==> config.mk <==
export PLATFORM = sky130hd
export DESIGN_NAME = ahbl_slave_responder
export DESIGN_NICKNAME = d
export VERILOG_FILES = /design/src/rtl/ahbl_pkg.sv /design/src/rtl/ahbl_excl_monitor.sv /design/src/rtl/ahbl_slave_responder.sv
export SDC_FILE = /design/constraint.sdc
export NUM_CORES = 1
export LEC_CHECK = 0
export CAP_MARGIN = 40
export CORE_AREA = 2 2 71 107
export CTS_CLUSTER_DIAMETER = 150
export DETAILED_ROUTE_END_ITERATION = 12
export DIE_AREA = 0 0 73 109
export PLACE_DENSITY_LB_ADDON = 0.08
export SLEW_MARGIN = 20
export SYNTH_ARGS = -nofsm -noshare
export SYNTH_HDL_FRONTEND = slang
export SYNTH_SLANG_ARGS = --single-unit
==> constraint.sdc <==
create_clock -name clk -period 3.29 [get_ports clk]
set_clock_uncertainty 0.05 [all_clocks]
set_input_delay 0.329 -clock clk [delete_from_list [all_inputs] [get_ports clk]]
set_output_delay 0.329 -clock clk [all_outputs]
set_load 0.005 [all_outputs]
==> src/rtl/ahbl_pkg.sv <==
// Shared AHB-Lite encodings and responder FSM states.
package ahbl_pkg;

  localparam logic [1:0] HTRANS_IDLE = 2'b00;
  localparam logic [1:0] HTRANS_BUSY = 2'b01;
  localparam logic [1:0] HTRANS_NSEQ = 2'b10;
  localparam logic [1:0] HTRANS_SEQ  = 2'b11;

  localparam logic HRESP_OKAY  = 1'b0;
  localparam logic HRESP_ERROR = 1'b1;

  // IDLE: no data phase open; DPH: data phase (may stall);
  // ERR1/ERR2: first and second cycle of the two-cycle ERROR response.
  typedef enum logic [1:0] {
    ST_IDLE = 2'd0,
    ST_DPH  = 2'd1,
    ST_ERR1 = 2'd2,
    ST_ERR2 = 2'd3
  } ahbl_state_e;

  // Stall counter width; unbounded (<0) and zero-wait (0) still get one bit.
  function automatic int stallCntWidth(input int maxStall);
    return (maxStall <= 0) ? 1 : $clog2(maxStall + 1);
  endfunction

endpackage

==> src/rtl/ahbl_excl_monitor.sv <==
// Single-entry exclusive-access reservation monitor for one bus port.
module ahbl_excl_monitor
  import ahbl_pkg::*;
#(
  parameter int W_ADDR   = 32,
  parameter int RESV_LSB = 2
) (
  input  logic              clk,
  input  logic              rst_n,
  input  logic              i_complete,
  input  logic              i_write,
  input  logic              i_excl,
  input  logic [W_ADDR-1:0] i_addr,
  input  logic              i_rand_exfail,
  output logic              o_exokay
);

  localparam int W_TAG = W_ADDR - RESV_LSB;

  logic             r_valid;
  logic [W_TAG-1:0] r_tag;
  logic             w_match;
  logic             w_set;
  logic             w_clr;
  logic             w_unusedLsb;

  assign w_match = r_valid & (i_addr[W_ADDR-1:RESV_LSB] == r_tag);

  // An exclusive read opens a reservation; an exclusive write always consumes
  // it, and a plain write to the reserved granule kills it.
  assign w_set = i_complete & i_excl & ~i_write;
  assign w_clr = i_complete & i_write & (i_excl | w_match);

  // Exclusive reads always succeed; exclusive writes need a live matching
  // reservation and no injected failure.
  assign o_exokay = i_complete & i_excl & (~i_write | (w_match & ~i_rand_exfail));

  generate
    if (RESV_LSB > 0) begin : g_lsb
      assign w_unusedLsb = ^i_addr[RESV_LSB-1:0];
    end else begin : g_noLsb
      assign w_unusedLsb = 1'b0;
    end
  endgenerate

  // Reservation register; a set in the same cycle as a clear takes priority.
  always_ff @(posedge clk or negedge rst_n) begin
    if (!rst_n) begin
      r_valid <= 1'b0;
      r_tag   <= '0;
    end else if (w_set) begin
      r_valid <= 1'b1;
      r_tag   <= i_addr[W_ADDR-1:RESV_LSB];
    end else if (w_clr) begin
      r_valid <= 1'b0;
    end
  end

endmodule

==> src/rtl/ahbl_slave_responder.sv <==
// AHB-Lite slave-side responder: turns free stimulus into legal
// hready/hresp/hexokay/hrdata with bounded stalls and two-cycle ERROR.
module ahbl_slave_responder
  import ahbl_pkg::*;
#(
  parameter int W_ADDR        = 32,
  parameter int W_DATA        = 32,
  parameter int MAX_BUS_STALL = -1,
  parameter bit ERR_EN        = 1'b1,
  parameter bit EXCL_EN       = 1'b1,
  parameter int RESV_LSB      = 2
) (
  input  logic              clk,
  input  logic              rst_n,
  input  logic [W_ADDR-1:0] i_haddr,
  input  logic              i_hwrite,
  input  logic [1:0]        i_htrans,
  input  logic [2:0]        i_hsize,
  input  logic              i_hexcl,
  input  logic [W_DATA-1:0] i_hwdata,
  input  logic              i_rand_stall,
  input  logic              i_rand_err,
  input  logic              i_rand_exfail,
  input  logic [W_DATA-1:0] i_rand_rdata,
  output logic              o_hready,
  output logic              o_hresp,
  output logic              o_hexokay,
  output logic [W_DATA-1:0] o_hrdata
);

  localparam int W_STALL = stallCntWidth(MAX_BUS_STALL);

  ahbl_state_e        r_state;
  ahbl_state_e        w_nextState;
  logic [W_STALL-1:0] r_stallCnt;
  logic               r_dphWrite;
  logic               r_dphExcl;
  logic [W_ADDR-1:0]  r_dphAddr;

  logic w_hready;
  logic w_hresp;
  logic w_complete;
  logic w_stallInc;
  logic w_goErr;
  logic w_stallAllowed;
  logic w_accept;
  logic w_unused;

  // Write data and transfer size only matter to the harness, not to the response.
  assign w_unused = ^{i_hwdata, i_hsize, i_htrans[0]};

  assign w_stallAllowed = (MAX_BUS_STALL < 0) ? 1'b1
                        : (int'(r_stallCnt) < MAX_BUS_STALL);

  // Response outputs from state and free inputs; an OKAY completion is
  // hready high in a data phase.
  always_comb begin
    w_hready   = 1'b1;
    w_hresp    = HRESP_OKAY;
    w_complete = 1'b0;
    w_stallInc = 1'b0;
    w_goErr    = 1'b0;
    case (r_state)
      ST_IDLE: begin
        w_hready = 1'b1;
      end
      ST_DPH: begin
        if (i_rand_stall && w_stallAllowed) begin
          w_hready   = 1'b0;
          w_stallInc = 1'b1;
        end else if (ERR_EN && i_rand_err) begin
          w_hready = 1'b0;
          w_goErr  = 1'b1;
        end else begin
          w_complete = 1'b1;
        end
      end
      ST_ERR1: begin
        w_hready = 1'b0;
        w_hresp  = HRESP_ERROR;
      end
      ST_ERR2: begin
        w_hready = 1'b1;
        w_hresp  = HRESP_ERROR;
      end
      default: begin
        w_hready = 1'b1;
      end
    endcase
  end

  assign w_accept = w_hready & i_htrans[1];

  // Next-state logic; any cycle with hready high may open a new data phase.
  always_comb begin
    w_nextState = r_state;
    case (r_state)
      ST_IDLE: w_nextState = w_accept ? ST_DPH : ST_IDLE;
      ST_DPH: begin
        if (w_goErr)          w_nextState = ST_ERR1;
        else if (w_stallInc)  w_nextState = ST_DPH;
        else                  w_nextState = w_accept ? ST_DPH : ST_IDLE;
      end
      ST_ERR1: w_nextState = ST_ERR2;
      ST_ERR2: w_nextState = w_accept ? ST_DPH : ST_IDLE;
      default: w_nextState = ST_IDLE;
    endcase
  end

  // State register.
  always_ff @(posedge clk or negedge rst_n) begin
    if (!rst_n) r_state <= ST_IDLE;
    else        r_state <= w_nextState;
  end

  // Wait-state counter: counts consecutive stalls, cleared by anything else.
  always_ff @(posedge clk or negedge rst_n) begin
    if (!rst_n)                             r_stallCnt <= '0;
    else if (w_stallInc && MAX_BUS_STALL > 0) r_stallCnt <= r_stallCnt + 1'b1;
    else                                    r_stallCnt <= '0;
  end

  // Capture the address-phase attributes of each accepted transfer.
  always_ff @(posedge clk or negedge rst_n) begin
    if (!rst_n) begin
      r_dphWrite <= 1'b0;
      r_dphExcl  <= 1'b0;
      r_dphAddr  <= '0;
    end else if (w_accept) begin
      r_dphWrite <= i_hwrite;
      r_dphExcl  <= i_hexcl;
      r_dphAddr  <= i_haddr;
    end
  end

  generate
    if (EXCL_EN) begin : g_excl
      ahbl_excl_monitor #(
        .W_ADDR   (W_ADDR),
        .RESV_LSB (RESV_LSB)
      ) u_exclMonitor (
        .clk           (clk),
        .rst_n         (rst_n),
        .i_complete    (w_complete),
        .i_write       (r_dphWrite),
        .i_excl        (r_dphExcl),
        .i_addr        (r_dphAddr),
        .i_rand_exfail (i_rand_exfail),
        .o_exokay      (o_hexokay)
      );
    end else begin : g_noExcl
      logic w_unusedExcl;
      assign w_unusedExcl = ^{r_dphAddr, i_rand_exfail};
      assign o_hexokay    = w_complete & r_dphExcl;
    end
  endgenerate

  assign o_hready = w_hready;
  assign o_hresp  = w_hresp;
  assign o_hrdata = (w_complete && !r_dphWrite) ? i_rand_rdata : '0;

`ifdef FORMAL
  // Protocol properties on the generated response.
  always @(posedge clk) begin
    if (rst_n) begin
      assert (!(o_hresp && o_hready) || r_state == ST_ERR2);
      assert (MAX_BUS_STALL < 0 || int'(r_stallCnt) <= MAX_BUS_STALL);
      assert (o_hready || !o_hexokay);
    end
  end

  a_err1BeforeErr2: assert property (@(posedge clk) disable iff (!rst_n)
    (r_state == ST_ERR2) |-> $past(r_state) == ST_ERR1);
`endif

endmodule

==> results.yml, run 1 <==
floorplan:
  die_area_sq_um: 7957
  pin_count: 143
  rows: 38
  die_h_um: 109
  initial_core_util: 0.4336
  coreArea_sq_um: 7084
  die_w_um: 73
routing:
  ant_nets: 0
  vias: 2120
  wire_per_inst_um: 13.38
  drc: 0
  drt_iter0_markers: 69
  top_layer_used: "met4"
  postRouteWirelength_um: 5767
  wl_met1_um: 2314
  wl_met2_um: 2812
  via_per_inst: 4.919
  route.met3.wl_um: 545
  dr.pass1.iters: 4
synth:
  yosys-top-cells-area: "dfrtp_1, mux2_2, and2_1"
  synth_compound_area_frac: 0.01833
  syn_area_sq_um: 3072
  synth_fa_ha_area_frac: 0.01629
  yosys.area.top_type: "dfrtp_1"
  synth_nets: 346
  synth_cell_type_count: 26
  synth_mux_area_frac: 0.2310
  yosysTopAreaCellShare: 0.5295
  syn_area_per_cell_sq_um: 13.13
  synthXorXnorAreaFrac: 0.08554
  synth_cells: 234
  synth_top_family_by_area: "multiplexers"
  seq_area_frac_synth: 0.5295
  synthSimpleGateAreaFrac: 0.1010
  ys_ff_latch: 65
  yosys_warnings: 0
clock_network:
  clock_path_buffers: 2
  cts_root_buf: "clkbuf_8"
  clock_latency_ns: 0.33
  tritoncts: "built"
  numCtsBuffers: 9
  ctsResizeCount: 0
  clk_pin_slew_ns: 0.07
  cts_hold_buf: 1
  clock-sinks: 65
  postCtsSetupRepairBufs: 0
  cts_max_level: 3
power_and_ir_drop:
  power.density_nw_per_um2: 737.1
  peakVddDrop_mv: 0.4351
  leakagePower_nw: 1.890
grt:
  grt_pass1_wl_um: 9535
  grt_overflow: 0
  grt_max_degree: 39
  antenna_found_initial: 0
  grt_use_total: 0.1591
  grt_pass1_vias: 2050
critical_path:
  crit_buf_inv: 1
  critPathTopFamily: "simple AND/OR/NAND/NOR gates"
  cp-end-kind: "primary output"
  cp-startpoint: "r_dphAddr[25]$_DFFE_PN0P_"
  r2r-start: "r_state[1]$_DFF_PN0_"
  critPathMaxFanout: 3
  critPathMaxStageDelay_ns: 0.55
  crit_type: "flop to primary output"
  path_cells: "xor2_1 > nor4_1 > nand4_1 > or4_4 > o31ai_2 > clkdlybuf4s50_1"
  cpMaxStageDelayCell: "clkdlybuf4s50_1"
  worstPathArrival_ns: 2.70
  cp-start-kind: "flop"
  worstPathRequired_ns: 2.91
placement:
  gp_congestion: 0.7989
  port_buffers: 104
  place_inst: 414
  dp_hpwl_um: 4310
  placed_cell_area_sq_um: 4208
timing:
  hold_viol_final: 0
  rsz0062_at_grt: "no"
  drv_slew: 0
  worst_hold_slack_ns: 0.3205
  tns_ns: 0
  worst_slew_pin_slew_ns: 0.4717
  setup_viol_count_final: 0
  post-route-period-util: 0.9367
  max_freq_mhz: 324.5
  fin_crit_ns: 3.082
  timing.slew.headroom: 0.6855
cells_and_area:
  finalNonFillerCells: 431
  nets: 458
  antenna_cells: 0
  syn2layout_area_growth_pct: 43.71
  final_area_sq_um: 4414
  layout_commonest_cell: "clkdlybuf4s50_1"
  most-common-layout-cells: "clkdlybuf4s50_1, dfrtp_1, mux2_2"
  drive_gt1_frac: 0.2222
run:
  max_cap_violations: 0
worst_hold_path:
  hold_path.class: "input port to asynchronous set/reset pin"
status:
  status: "completed"
## cell usage after synthesis (all sizes together)
| library cell | count |
|---|---|
| a211oi | 1 |
| a21o | 1 |
| a31o | 1 |
| a31oi | 1 |
| a32oi | 1 |
| and2 | 32 |
| buf | 4 |
| clkbuf | 5 |
| dfrtp | 65 |
| ha | 4 |
| inv | 5 |
| mux2 | 63 |
| nand2 | 4 |
| nand3 | 1 |
| nand4 | 4 |
| nand4b | 1 |
| nor2 | 2 |
| nor4 | 5 |
| o21ai | 1 |
| o31ai | 1 |
| or2 | 1 |
| or4 | 1 |
| xnor2 | 10 |
| xor2 | 20 |
## report_power, final
group	total [W]	switching, W	internal, W
registers	0.00148	0.000290	0.00119
clock network	0.000656	0.000288	0.000368
logic	0.00112	0.000391	0.000729
## kinds of logic (layout without fill, tap and decap cells)
| kind of cell | Yosys count | count (layout) |
|---|---|---|
| muxes | 63 | 63 |
| adders and majority gates | 4 | 4 |
| AOI/OAI and AO/OA | 7 | 7 |
| and+or+nand+nor | 51 | 51 |
| buffers and inverters | 14 | 131 |
| xor gates and xnor gates | 30 | 30 |
| DFF | 65 | 65 |
## registers in the layout (all words and copies together), names as in the netlist
signal	flops
g_excl.u_exclMonitor.r_tag	30
g_excl.u_exclMonitor.r_valid	1
r_dphAddr	30
r_dphExcl	1
r_dphWrite	1
r_state	2
## layout make-up
| class | instances | area [sq um] |
|---|---|---|
| well taps | 80 | 100.1 |
| fillers | 617 | 2670 |
| inverters | 5 | 18.77 |
| repair buffers | 110 | 1084 |
| multi-input cells | 155 | 1389 |
| clock buffers | 11 | 141.4 |
| flip-flops and latches | 65 | 1627 |
| clock inverters | 5 | 55.05 |
## per-stage QoR
step | setup slack (ns) | total power (W) | util
6_report | 0.2081 | 0.003254 | 0.6231
5_1_grt | 0.04160 | 0.003517 | 0.6231
4_1_cts | 0.07775 | 0.003313 | 0.6231
3_5_place_dp | 0.4562 | 0.002644 | 0.5940
3_3_place_gp | 0.4607 | 0.002597 | 0.5940
2_1_floorplan | 1.293 | 0.002272 | -
## layer usage
layer  vias up  track usage
li1       1029            -
met1       988       0.1823
met2        96       0.2613
met3         7      0.06192
met4         0      0.06746
met5         -            0
## worst paths after layout
check                      slack, ns                                          to  cells after the start
setup / recovery                0.21                                   o_hexokay                      6
hold / removal                  0.32  g_excl.u_exclMonitor.r_tag[17]$_DFFE_PN0P_                      2
setup reg to reg                1.18                   r_dphAddr[20]$_DFFE_PN0P_                      6
hold reg to reg                 0.48   g_excl.u_exclMonitor.r_tag[8]$_DFFE_PN0P_                      1
max in group asynchronous       2.17                    r_dphAddr[9]$_DFFE_PN0P_                      3
min in group clk                0.48   g_excl.u_exclMonitor.r_tag[8]$_DFFE_PN0P_                      1
(Power assumes the default switching activity.)
==> run 2: changes to the inputs <==
--- a/config.mk
+++ b/config.mk
@@ -10,7 +10,7 @@
 export CTS_CLUSTER_DIAMETER = 150
 export DETAILED_ROUTE_END_ITERATION = 12
 export DIE_AREA = 0 0 73 109
-export PLACE_DENSITY_LB_ADDON = 0.08
+export PLACE_DENSITY = 0.86
 export SLEW_MARGIN = 20
 export SYNTH_ARGS = -nofsm -noshare
 export SYNTH_HDL_FRONTEND = slang
==> constraint.sdc (replaced) <==
create_clock -name clk -period 3.29 [get_ports clk]
set_clock_uncertainty 0.05 [all_clocks]
set_input_delay 0.987 -clock clk [delete_from_list [all_inputs] [get_ports clk]]
set_output_delay 0.987 -clock clk [all_outputs]
set_load 0.005 [all_outputs]
==> run 2 against run 1 <==
Net effect: register-to-register slack got worse by 0.11 ns; clock-buffer cell count grew 2; die area stayed put; final cell count up 6.0%; setup slack worse by 0.16 ns; clock power is 16% higher; sequential share of layout area decreased by 2.0 points; critical path depth is the same; hold slack improved by 0.16 ns; routed wire length increased by 18%; cell area is 5.8% higher; non-clock buffer count up 27.
==> results.yml, run 2 (synthesis gave the netlist of run 1 again) <==
timing:
  post-route-period-util: 0.9869
  setup_ws_ns: 0.04322
  rsz0062_at_grt: "yes"
  fin_crit_ns: 3.247
  setup_viol_count_final: 0
  worst_slew_pin_slew_ns: 0.4039
  max_freq_mhz: 308.0
  worst_hold_slack_ns: 0.4779
  drv_slew: 0
  tns_ns: 0
  hold_viol_final: 0
  timing.slew.headroom: 0.7307
floorplan:
  die_area_sq_um: 7957
  pin_count: 143
  die_w_um: 73
  rows: 38
  coreArea_sq_um: 7084
  initial_core_util: 0.4336
  die_h_um: 109
worst_hold_path:
  hold-path-cell-count: 1
  worstHoldStart: "g_excl.u_exclMonitor.r_tag[9]$_DFFE_PN0P_"
  whs_endpoint: "g_excl.u_exclMonitor.r_tag[9]$_DFFE_PN0P_"
  hold_path.class: "flop to flop"
power_and_ir_drop:
  power.density_nw_per_um2: 760.7
  peakVddDrop_mv: 0.3919
  p_comb_frac: 0.369
  finalPower_w: 0.003551
  switching_power_w: 0.001041
  p_clk_frac: 0.213
  leakagePower_nw: 2.181
  p_int_w: 0.002510
  p_seq_frac: 0.418
  swShare: 0.2932
critical_path:
  r2r-start: "r_state[0]$_DFF_PN0_"
  critPathMaxFanout: 2
  rrSetupSlack_ns: 1.07
  reg2reg_depth: 8
  cp-end-kind: "primary output"
  worstPathArrival_ns: 2.21
  rr_endpoint: "g_excl.u_exclMonitor.r_tag[24]$_DFFE_PN0P_"
  crit_type: "flop to primary output"
  worstPathRequired_ns: 2.25
  cp-start-kind: "flop"
routing:
  ant_nets: 0
  drc: 0
  wire_per_inst_um: 14.83
  via_per_inst: 4.886
  drt_iter0_markers: 48
  vias: 2233
  postRouteWirelength_um: 6779
  dr.pass1.iters: 4
grt:
  antenna_found_initial: 0
  grt_use_total: 0.1776
  grt_pass1_wl_um: 10670
  grt_pass1_vias: 2323
  grt_max_degree: 66
  use_met1: 0.1771
  top_usage_layer: "met2"
  grtUsageMet3: 0.03882
  grt_overflow: 0
  grt_use_met2: 0.3430
placement:
  port_buffers: 104
  pre_cts_ws_ns: -0.5151
  dp_hpwl_um: 4756
  gp_congestion: 0.7364
  place_inst: 426
cells_and_area:
  largestRegisters: "g_excl.u_exclMonitor.r_tag: 30 flops, r_dphAddr: 30 flops, r_state: 2 flops"
  drive_gt1_frac: 0.3395
  nets: 485
  final.fill_count: 525
  layout_commonest_cell: "clkdlybuf4s50_1"
  syn2layout_area_growth_pct: 51.98
  multiInputGateArea_sq_um: 1433
  antenna_cells: 0
  most-common-layout-cells: "clkdlybuf4s50_1, dfrtp_1, mux2_2"
  ff_latch_area_sq_um: 1627
  finalNonFillerCells: 457
clock_network:
  clock_latency_ns: 0.33
  numCtsBuffers: 9
  clock-sinks: 65
  clock_path_buffers: 2
  cts_max_level: 3
  clk_pin_slew_ns: 0.06
  tritoncts: "built"
  cts_root_buf: "clkbuf_8"
run:
  max_cap_violations: 0
status:
  status: "completed"
==> run 2: cell types whose count changed in the layout (fill, tap and decap cells not counted), moves of 4 or more <==
| cell | before | now |
|---|---|---|
| buf_6 | 0 | 10 |
| and2_4 | 0 | 4 |
| and2_1 | 32 | 28 |
| dlygate4sd2_1 | 0 | 17 |
| clkbuf_2 | 0 | 7 |
| buf_2 | 1 | 7 |
| buf_4 | 5 | 21 |
| clkdlybuf4s50_1 | 103 | 68 |
| clkdlybuf4s15_1 | 0 | 4 |
==> run 2: timing repair <==
action | CTS | global route
gates cloned | 3 | 0
setup buffers | 11 | 2
pin swaps | 3 | 7
hold buffers | 0 | 0
setup endpoints to repair | 34 | 31
gates resized for setup | 69 | 28
==> run 2: power groups by stage <==
stage	logic, W	clock network [W]	registers [W]
6_report	0.00131	0.000758	0.00148
5_1_grt	0.00145	0.000820	0.00154
4_1_cts	0.00129	0.000777	0.00149
3_5_place_dp	0.00126	0	0.00150
3_3_place_gp	0.00122	0	0.00147
2_1_floorplan	0.000845	0	0.00143
==> run 2: routing by layer <==
metal,part of all wire,wire length [um]
met5,0,0
met4,0.018,121
met3,0.073,497
met2,0.56,3785
met1,0.35,2375
==> run 2: through the flow <==
| stage | cell area, sq um | util |
|---|---|---|
| global placement | 4323 | 0.6102 |
| CTS | 4646 | 0.6558 |
| floorplan | 3072 | - |
| global route | 4668 | 0.6590 |
| finish | 4668 | 0.6590 |
| detailed placement | 4323 | 0.6102 |
==> run 2: how the worst max path moves through the flow <==
| stage | to | slack, ns | depth (start not counted) | from |
|---|---|---|---|---|
| 4_1_cts | o_hrdata[30] | -0.21 | 10 | i_rand_err |
| 2_1_floorplan | o_hexokay | 0.36 | 6 | i_rand_stall |
| 3_3_place_gp | o_hrdata[1] | -0.48 | 7 | i_rand_stall |
| 6_report | o_hexokay | 0.04 | 6 | g_excl.u_exclMonitor.r_tag[29]$_DFFE_PN0P_ |
| 3_5_place_dp | o_hexokay | -0.52 | 6 | i_rand_stall |
| 5_1_grt | o_hexokay | -0.08 | 6 | g_excl.u_exclMonitor.r_tag[29]$_DFFE_PN0P_ |
==> run 2: layout make-up <==
class                      instances  share of cell area
clock buffer                      13             0.03618
tap                               80             0.02144
clock inverter                     2             0.01287
sequential                        65              0.3484
multi-input combinational        155              0.3069
timing repair buffer             137              0.2702
inverter                           5            0.004020
==> run 2: worst max-delay path: stages, from the launching register on <==
cell     delay [ns]
dfrtp_1        0.38
xor2_1         0.18
nor4_2         0.28
nand4_1        0.14
or4_4          0.53
o31ai_4        0.21
buf_2          0.16
==> run 3: changes to the inputs <==
--- a/config.mk
+++ b/config.mk
@@ -8,9 +8,10 @@
 export CAP_MARGIN = 40
 export CORE_AREA = 2 2 71 107
 export CTS_CLUSTER_DIAMETER = 150
+export CTS_CLUSTER_SIZE = 8
 export DETAILED_ROUTE_END_ITERATION = 12
 export DIE_AREA = 0 0 73 109
-export PLACE_DENSITY = 0.86
+export PLACE_DENSITY = 0.83
 export SLEW_MARGIN = 20
 export SYNTH_ARGS = -nofsm -noshare
 export SYNTH_HDL_FRONTEND = slang
==> run 3 against run 2 <==
Net effect: core utilization fell by 2.2 points; largest power group unchanged; critical endpoint unchanged; critical path type unchanged; final cell count fell by 2.8%; highest routed layer unchanged; maximum frequency rose by 1.8%; setup slack improved by 0.056 ns; cell area fell by 3.3%; clock-buffer cell count rose by 2; combinational power fell by 4%; die area did not move; non-clock buffer count fell by 13.
==> results.yml, run 3 (synthesis gave the netlist of run 1 again) <==
status:
  status: "completed"
power_and_ir_drop:
  switching_power_w: 0.001004
  p_clk_frac: 0.166
  swShare: 0.3052
  p_seq_frac: 0.450
  finalPower_w: 0.003288
  power.density_nw_per_um2: 728.2
  p_int_w: 0.002285
  leakagePower_nw: 2.045
  peakVddDrop_mv: 0.4042
  p_comb_frac: 0.384
critical_path:
  worstPathRequired_ns: 2.25
  cp-start-kind: "flop"
  critPathTopFamily: "simple AND/OR/NAND/NOR gates"
  crit_type: "flop to primary output"
  critPathMaxFanout: 3
  cpMaxStageDelayCell: "or4_4"
  path_cells: "xor2_1 > nor4_1 > nand4_1 > or4_4 > o31ai_2 > buf_2"
  rr_endpoint: "g_excl.u_exclMonitor.r_tag[24]$_DFFE_PN0P_"
  rrSetupSlack_ns: 1.15
  critPathMaxStageDelay_ns: 0.46
  worstPathArrival_ns: 2.15
  r2r-start: "r_state[0]$_DFF_PN0_"
  reg2reg_depth: 8
  cp-end-kind: "primary output"
  crit_buf_inv: 1
routing:
  drc: 0
  postRouteWirelength_um: 6627
  via_per_inst: 5.038
  wire_per_inst_um: 14.93
  vias: 2237
  dr.pass1.iters: 2
  ant_nets: 0
  drt_iter0_markers: 36
timing:
  timing.slew.headroom: 0.7383
  post-route-period-util: 0.9699
  drv_slew: 0
  setup_viol_count_final: 0
  rsz0062_at_grt: "yes"
  worst_hold_slack_ns: 0.4730
  fin_crit_ns: 3.191
  worst_slew_pin_slew_ns: 0.3926
  hold_viol_final: 0
  setup_ws_ns: 0.09917
  max_freq_mhz: 313.4
floorplan:
  die_w_um: 73
  die_area_sq_um: 7957
  initial_core_util: 0.4336
  rows: 38
  die_h_um: 109
  pin_count: 143
  coreArea_sq_um: 7084
cells_and_area:
  ff_latch_area_sq_um: 1627
  nets: 472
  most-common-layout-cells: "clkdlybuf4s50_1, dfrtp_1, mux2_2"
  drive_gt1_frac: 0.3049
  syn2layout_area_growth_pct: 47.01
  multiInputGateArea_sq_um: 1424
  layout_commonest_cell: "clkdlybuf4s50_1"
  final_area_sq_um: 4516
  antenna_cells: 0
  largestRegisters: "g_excl.u_exclMonitor.r_tag: 30 flops, r_dphAddr: 30 flops, r_state: 2 flops"
  final_util: 0.6374
  final.fill_count: 570
worst_hold_path:
  hold_path.class: "flop to flop"
  hold-path-cell-count: 1
  whs_endpoint: "g_excl.u_exclMonitor.r_tag[10]$_DFFE_PN0P_"
  worstHoldStart: "g_excl.u_exclMonitor.r_tag[10]$_DFFE_PN0P_"
placement:
  placed_cell_area_sq_um: 4278
  pre_cts_ws_ns: -0.4901
  dp_hpwl_um: 4868
  port_buffers: 104
  gp_congestion: 0.7198
grt:
  grt_pass1_wl_um: 10450
  antenna_found_initial: 0
  grt_max_degree: 34
  grt_overflow: 0
  grt_use_total: 0.1759
  grt_pass1_vias: 2282
clock_network:
  clock_latency_ns: 0.32
  numCtsBuffers: 9
  clock_path_buffers: 2
  cts_hold_buf: 0
  tritoncts: "built"
  clock-sinks: 65
  clk_pin_slew_ns: 0.06
  cts_max_level: 3
  cts_root_buf: "clkbuf_8"
run:
  max_cap_violations: 0
run 3: changes by cell type in the layout (fill, tap and decap cells not counted), sizes merged:
cell	change
clkbuf	+1
dlygate4sd2	-10
clkdlybuf4s15	+10
buf	-12
bufinv	-2
run 3: how the worst max path moves through the flow:
stage	startpoint	end	slack [ns]	cells after the start
after floorplan	i_rand_stall	o_hexokay	0.36	6
after detailed placement	i_rand_stall	o_hrdata[9]	-0.49	7
after global placement	i_rand_stall	o_hrdata[9]	-0.48	7
after global routing	r_dphAddr[5]$_DFFE_PN0P_	o_hexokay	-0.08	6
final	r_dphAddr[11]$_DFFE_PN0P_	o_hexokay	0.1	6
after CTS	i_rand_err	o_hrdata[26]	-0.02	9
run 3: layout make-up:
class / count / share of cell area
repair buffers: 124 / 0.2635
inverters: 5 / 0.004156
multi-input cells: 155 / 0.3153
well taps: 80 / 0.02217
flip-flops and latches: 65 / 0.3602
clock buffers: 15 / 0.03464
run 3: metal layers:
layer | track usage | share of wire | vias to the layer above
met2 | 0.3346 | 0.56 | 100
li1 | - | - | 1055
met4 | 0.08862 | 0.027 | 0
met5 | 0 | 0 | -
met3 | 0.05730 | 0.087 | 15
met1 | 0.1597 | 0.33 | 1067
run 3: power by group through the flow:
stage	Combinational [W]	Clock [W]	Sequential, W
floorplan	0.000845	0	0.00143
global placement	0.00117	0	0.00147
detailed placement	0.00121	0	0.00150
CTS	0.00126	0.000567	0.00149
global route	0.00140	0.000610	0.00154
finish	0.00126	0.000547	0.00148
run 3: timing repair:
item                                    CTS  global route
pin swaps                                 5             2
buffers inserted                          6             1
resized for setup                        72            27
cloned                                    2             0
endpoints found under the setup margin   34            28
run 3: stage by stage:
step / std cells / setup TNS [ns]
global placement: 420 / -13.77
finish: 444 / 0
floorplan: 234 / 0
CTS: 443 / -0.05246
global route: 444 / -0.08100
detailed placement: 420 / -14.19
